===== config.mk =====
export PLATFORM = sky130hd
export DESIGN_NAME = luz_driver
export DESIGN_NICKNAME = d
export VERILOG_FILES = /design/src/rtl/luz_driver.sv
export SDC_FILE = /design/constraint.sdc
export NUM_CORES = 1
export LEC_CHECK = 0
export ABC_AREA = 1
export CAP_MARGIN = 20
export CORE_MARGIN = 5
export CORE_UTILIZATION = 67
export CTS_BUF_LIST = sky130_fd_sc_hd__clkbuf_8
export CTS_CLUSTER_SIZE = 12
export DETAILED_ROUTE_END_ITERATION = 10
export GPL_TIMING_DRIVEN = 0
export HOLD_SLACK_MARGIN = 0.03
export PLACE_DENSITY = 0.85
export RECOVER_POWER = 50
export SYNTH_ARGS = -nofsm -noshare
export SYNTH_HDL_FRONTEND = slang
export SYNTH_SLANG_ARGS = --single-unit

===== constraint.sdc =====
create_clock -name clk -period 3.1 [get_ports clk]
set_input_delay 0.465 -clock clk [delete_from_list [all_inputs] [get_ports clk]]
set_output_delay 0.465 -clock clk [all_outputs]
set_load 0.03 [all_outputs]

===== src/rtl/luz_driver.sv =====
// luz_driver: drives the green/amber/red lamps from the controller light code.
// Also generates flashing amber and supervises the code stream, latching a fault on a bad code, a bad sequence or a stuck phase.
module luz_driver #(
    parameter int unsigned BLINK_HALF = 25_000_000,
    parameter int unsigned WDOG_MAX   = 1_500_000_000
) (
    input  logic       clk,
    input  logic       reset,
    input  logic [2:0] sel_luz,
    input  logic       fault_clr,
    output logic       lamp_v,
    output logic       lamp_a,
    output logic       lamp_r,
    output logic       fault,
    output logic [1:0] fault_code
);

    localparam int unsigned BW = (BLINK_HALF > 1) ? $clog2(BLINK_HALF) : 1;
    localparam int unsigned WW = (WDOG_MAX > 0) ? $clog2(WDOG_MAX + 1) : 1;

    localparam logic [2:0] VERDE    = 3'd0;
    localparam logic [2:0] AMARILLO = 3'd1;
    localparam logic [2:0] ROJO     = 3'd2;
    localparam logic [2:0] OFF_A    = 3'd3;
    localparam logic [2:0] ONALL    = 3'd4;

    localparam logic [1:0] FC_NONE  = 2'b00;
    localparam logic [1:0] FC_CODE  = 2'b01;
    localparam logic [1:0] FC_TRANS = 2'b10;
    localparam logic [1:0] FC_WDOG  = 2'b11;

    typedef enum logic {S_RUN, S_FAULT} state_t;

    state_t        state, state_n;
    logic [2:0]    sel_q, sel_q_n;
    logic [WW-1:0] wd_cnt, wd_cnt_n;
    logic [1:0]    fault_code_n;
    logic [BW-1:0] blink_cnt;
    logic          blink_ph;
    logic          flash_cur, flash_nxt;
    logic          lamp_v_c, lamp_a_c, lamp_r_c;

    // Allowed code sequence; the target code is known to be legal here.
    function automatic logic legal_step(input logic [2:0] cur, input logic [2:0] nxt);
        logic ok;
        ok = 1'b0;
        if (nxt == cur || nxt == OFF_A || nxt == ONALL)
            ok = 1'b1;
        else if ((cur == VERDE && nxt == AMARILLO) ||
                 (cur == AMARILLO && nxt == ROJO) ||
                 (cur == ROJO && nxt == VERDE))
            ok = 1'b1;
        else if ((cur == OFF_A || cur == ONALL) && nxt == ROJO)
            ok = 1'b1;
        return ok;
    endfunction

    // State register: FSM state, accepted code, watchdog and fault flags.
    always_ff @(posedge clk) begin
        if (reset) begin
            state      <= S_RUN;
            sel_q      <= OFF_A;
            wd_cnt     <= '0;
            fault      <= 1'b0;
            fault_code <= FC_NONE;
        end else begin
            state      <= state_n;
            sel_q      <= sel_q_n;
            wd_cnt     <= wd_cnt_n;
            fault      <= (state_n == S_FAULT);
            fault_code <= fault_code_n;
        end
    end

    // Next-state: supervise the code stream in RUN, wait for an acknowledged clear in FAULT.
    always_comb begin
        state_n      = state;
        sel_q_n      = sel_q;
        wd_cnt_n     = wd_cnt;
        fault_code_n = fault_code;
        case (state)
            S_RUN: begin
                if (sel_luz > ONALL) begin
                    state_n      = S_FAULT;
                    fault_code_n = FC_CODE;
                    wd_cnt_n     = '0;
                end else if (!legal_step(sel_q, sel_luz)) begin
                    state_n      = S_FAULT;
                    fault_code_n = FC_TRANS;
                    wd_cnt_n     = '0;
                end else if (sel_luz == sel_q && sel_q != OFF_A &&
                             wd_cnt == WW'(WDOG_MAX - 1)) begin
                    state_n      = S_FAULT;
                    fault_code_n = FC_WDOG;
                    wd_cnt_n     = '0;
                end else begin
                    sel_q_n  = sel_luz;
                    wd_cnt_n = (sel_luz != sel_q || sel_luz == OFF_A) ? '0 : wd_cnt + WW'(1);
                end
            end
            S_FAULT: begin
                if (fault_clr && sel_luz == OFF_A) begin
                    state_n      = S_RUN;
                    sel_q_n      = OFF_A;
                    fault_code_n = FC_NONE;
                    wd_cnt_n     = '0;
                end
            end
            default: state_n = S_RUN;
        endcase
    end

    assign flash_cur = (state == S_FAULT) || (sel_q == OFF_A);
    assign flash_nxt = (state_n == S_FAULT) || (sel_q_n == OFF_A);

    // Blink generator; a fresh entry into flashing restarts with amber lit.
    always_ff @(posedge clk) begin
        if (reset) begin
            blink_cnt <= '0;
            blink_ph  <= 1'b1;
        end else if (flash_nxt && !flash_cur) begin
            blink_cnt <= '0;
            blink_ph  <= 1'b1;
        end else if (flash_cur) begin
            if (blink_cnt == BW'(BLINK_HALF - 1)) begin
                blink_cnt <= '0;
                blink_ph  <= ~blink_ph;
            end else begin
                blink_cnt <= blink_cnt + BW'(1);
            end
        end
    end

    // Lamp decode from the current state and accepted code.
    always_comb begin
        lamp_v_c = 1'b0;
        lamp_a_c = 1'b0;
        lamp_r_c = 1'b0;
        if (state == S_FAULT) begin
            lamp_a_c = blink_ph;
        end else begin
            case (sel_q)
                VERDE:    lamp_v_c = 1'b1;
                AMARILLO: lamp_a_c = 1'b1;
                ROJO:     lamp_r_c = 1'b1;
                ONALL: begin
                    lamp_v_c = 1'b1;
                    lamp_a_c = 1'b1;
                    lamp_r_c = 1'b1;
                end
                default:  lamp_a_c = blink_ph;
            endcase
        end
    end

    always_ff @(posedge clk) begin
        if (reset) begin
            lamp_v <= 1'b0;
            lamp_a <= 1'b1;
            lamp_r <= 1'b0;
        end else begin
            lamp_v <= lamp_v_c;
            lamp_a <= lamp_a_c;
            lamp_r <= lamp_r_c;
        end
    end

endmodule

==> results.ini <==
[timing]
fin_setup_tns_ns=0
timing.slew.headroom_pct=57.0
fmaxAchievable_mhz=393
number_of_hold_violations_in_the_final_report=0
tightestPinTransition_ns=0.642
finalWorstPathRequiredPeriod_ns=2.54
finalSetupViolCount=0
unrepaired_setup_endpoints_after_global_routing=false
fin_worst_skew_ns=0.00650
drv_slew=0
min_period_over_period_pct=82.1

[grt]
grt_pass1_vias=3689
antenna_found_initial=0
groute.usage.overall_pct=26.3
global_route_wire_length_before_repair_um=16400
grt_start_max_net_pins=12
grt_remaining_overflow=0

[setup_path]
start_kind=input port
timing.critical_path.slowest_cell_delay_ns=0.64
critical_path.startpoint=sel_luz[2]
worst_setup_slack_for_register_to_register_paths_ns=0.80
crit_slowest_cell=dlygate4sd3_1
crit_path_max_fanout=10
cp_cell_sequence=dlygate4sd3_1, inv_1, nand3_1, nand2_1, inv_1, nand2_2, nor2_1, nand2_4, nand2_1, nand2_1, a21oi_2, nand3_1, nand2_1, nand2_1, nand2_4, buf_12, nor2_4
worst_ep_arrival_time_ns=2.78
required_ns=3.33
setup.worst_path.class=in -> reg
critical-path-top-cell-by-count=nand2_1
rr_startpoint=blink_cnt[1]
critPathCaptureType=register

[finish]
fin_area_um2=4570
fill_cells=492
sequential_cell_area_um2=1320
fin_nets=668
multiInputGateArea_um2=2420
area_delta_synth_final_pct=8.37
drive_above_1_share_pct=12.5
num_antenna_cells=0

[clock_tree]
cts_resized=0
clock_sink_count=66
clock_tree_from_tritoncts=built
cts.reportedPaths.clkPinSlew_ns=0.07
cts_setup_buffers=0
clkLatencyLatePin_ns=0.35
cts_hold_repair.buffers=0
clock_tree.htree_level_count=3
cts_made_buffers=9
clk_root_buffer_cell=clkbuf_8
cts_max_path_buffers=2

[synth]
postSynth.topFlopCell=dfxtp_1
netlist.area_leader.share_pct=31.4
syn_area_um2=4210
synthesis.nets=647
mapped_cells=639
async_flop_share_pct=0
yosys-top-cells-count=168 x nand2_1, 78 x inv_1, 70 x nor2_1, 66 x dfxtp_1, 42 x nand3_1
post_synth_edffs=0
yosysUniqueCellTypes=43
synth.area.top_cells=dfxtp_1 31%, nand2_1 15%, inv_1 6.9%
avgSynthCellArea_um2=6.59
netlist.top_cell.by_area=dfxtp_1
ys_seq_area_share_pct=31.4
yosys_warnings=0
synth_most_common_cell=nand2_1
synth.ff_latch_count=66

[detailed_routing]
drt-pass1-iter-count=5
drt_drc_violations_left=0
routed-via-count=4012
drt_iter0_markers=305
final_antenna_net_count=0
routed_length_per_placed_instance_um=13.1
avgViaCountPerCell=5.43
finalWirelength_um=9660

[floorplanning]
row_count=28
die_h_um=89.3
die-area_um2=7980
starting_density_of_the_core_pct=69.9
die_boundary_width_um=89.3
design.portCount=12
floorplan.core_area_um2=6030

[placed_design]
gp_congestion=0.915
count_of_input_and_output_buffers=10
placed_area_um2=4410
detailedPlacementHpwl_um=7140

[min_path]
hold_path.startpoint=fault_code[1]
worst_hold_path_type=reg -> reg

[flow_run]
drv_cap=0

[pwr]
total_leakage_power_nw=1.60
worst_ir_drop_vdd_uv=284
power_per_cell_area_nw_per_um2=396

[outcome]
run_status=completed

==> metal layers <==
layer	part of all wire (%)	routed length (um)	global-route usage (%)
met5	0	0	0
met4	1.1	107	7.71
met3	7.6	732	6.36
met2	45	4310	41.0
met1	47	4510	36.2
==> per-stage QoR <==
stage | hold slack (ns) | util [%] | instances | worst slack (ns) | power (W)
floorplan | 0.456 | - | 639 | 1.15 | 0.00111
global placement | 0.450 | 73.2 | 724 | 0.492 | 0.00117
detailed placement | 0.457 | 73.2 | 724 | 0.477 | 0.00118
CTS | 0.467 | 76.1 | 739 | 0.830 | 0.00183
global route | 0.504 | 75.8 | 739 | 0.358 | 0.00190
finish | 0.461 | 75.8 | 739 | 0.556 | 0.00181
==> placed cells by master, fill, tap and decap left out, types with 3 or more instances in the layout <==
master / count
a21oi_1: 32
a21oi_2: 7
buf_2: 3
clkbuf_1: 7
clkbuf_8: 11
clkinvlp_4: 3
dfxtp_1: 66
dlygate4sd3_1: 8
inv_1: 81
inv_2: 4
nand2_1: 170
nand2_2: 3
nand3_1: 42
nand3_2: 5
nand4_1: 18
nor2_1: 74
nor2_2: 6
nor2_4: 21
nor3_1: 21
nor4_1: 4
o21ai_0: 20
or2_2: 8
xnor2_1: 6
xor2_1: 9
==> where the power goes <==
group          internal [W]  switching [W]
combinational     0.0000851       0.000185
sequential         0.000865      0.0000136
clock              0.000327       0.000333
==> final timing paths <==
kind,to,cells past startpoint
min,fault_code[1],2
max reg2reg,blink_cnt[11],11
min reg2reg,fault_code[1],2
max,blink_cnt[11],17
==> critical path, delay by kind of cell <==
| family | cells | cell delay [ns] |
|---|---|---|
| AND/OR/NAND/NOR | 12 | 1.11 |
| AO/OA/AOI/OAI | 1 | 0.14 |
| buffers and inverters | 4 | 1.05 |
==> area by class of cell <==
cell class                 count  area share [%]
timing repair buffer          10            2.19
multi-input combinational    471            53.1
clock buffer                  11            3.32
buffer                        16            2.77
clock inverter                 4           0.603
tap                           75            2.05
sequential                    66            28.9
inverter                      86            7.07
==> sequential cells by signal, summed over array words and instances (netlist names) <==
register,count
state,1
lamp_a,1
blink_cnt,25
lamp_v,1
fault_code,2
blink_ph,1
wd_cnt,31
lamp_r,1
sel_q,3
==> cells by family after synthesis <==
logic type / after synthesis / share of synthesized area [%]
flip-flops: 66 / 31.4
adder cells (fa/ha/maj): 2 / 0.594
AND/OR/NAND/NOR: 380 / 43.9
AO/OA/AOI/OAI: 74 / 10.4
buffers and inverters: 102 / 10.7
XOR/XNOR: 15 / 3.12
Power figures use the tool's default switching activity.
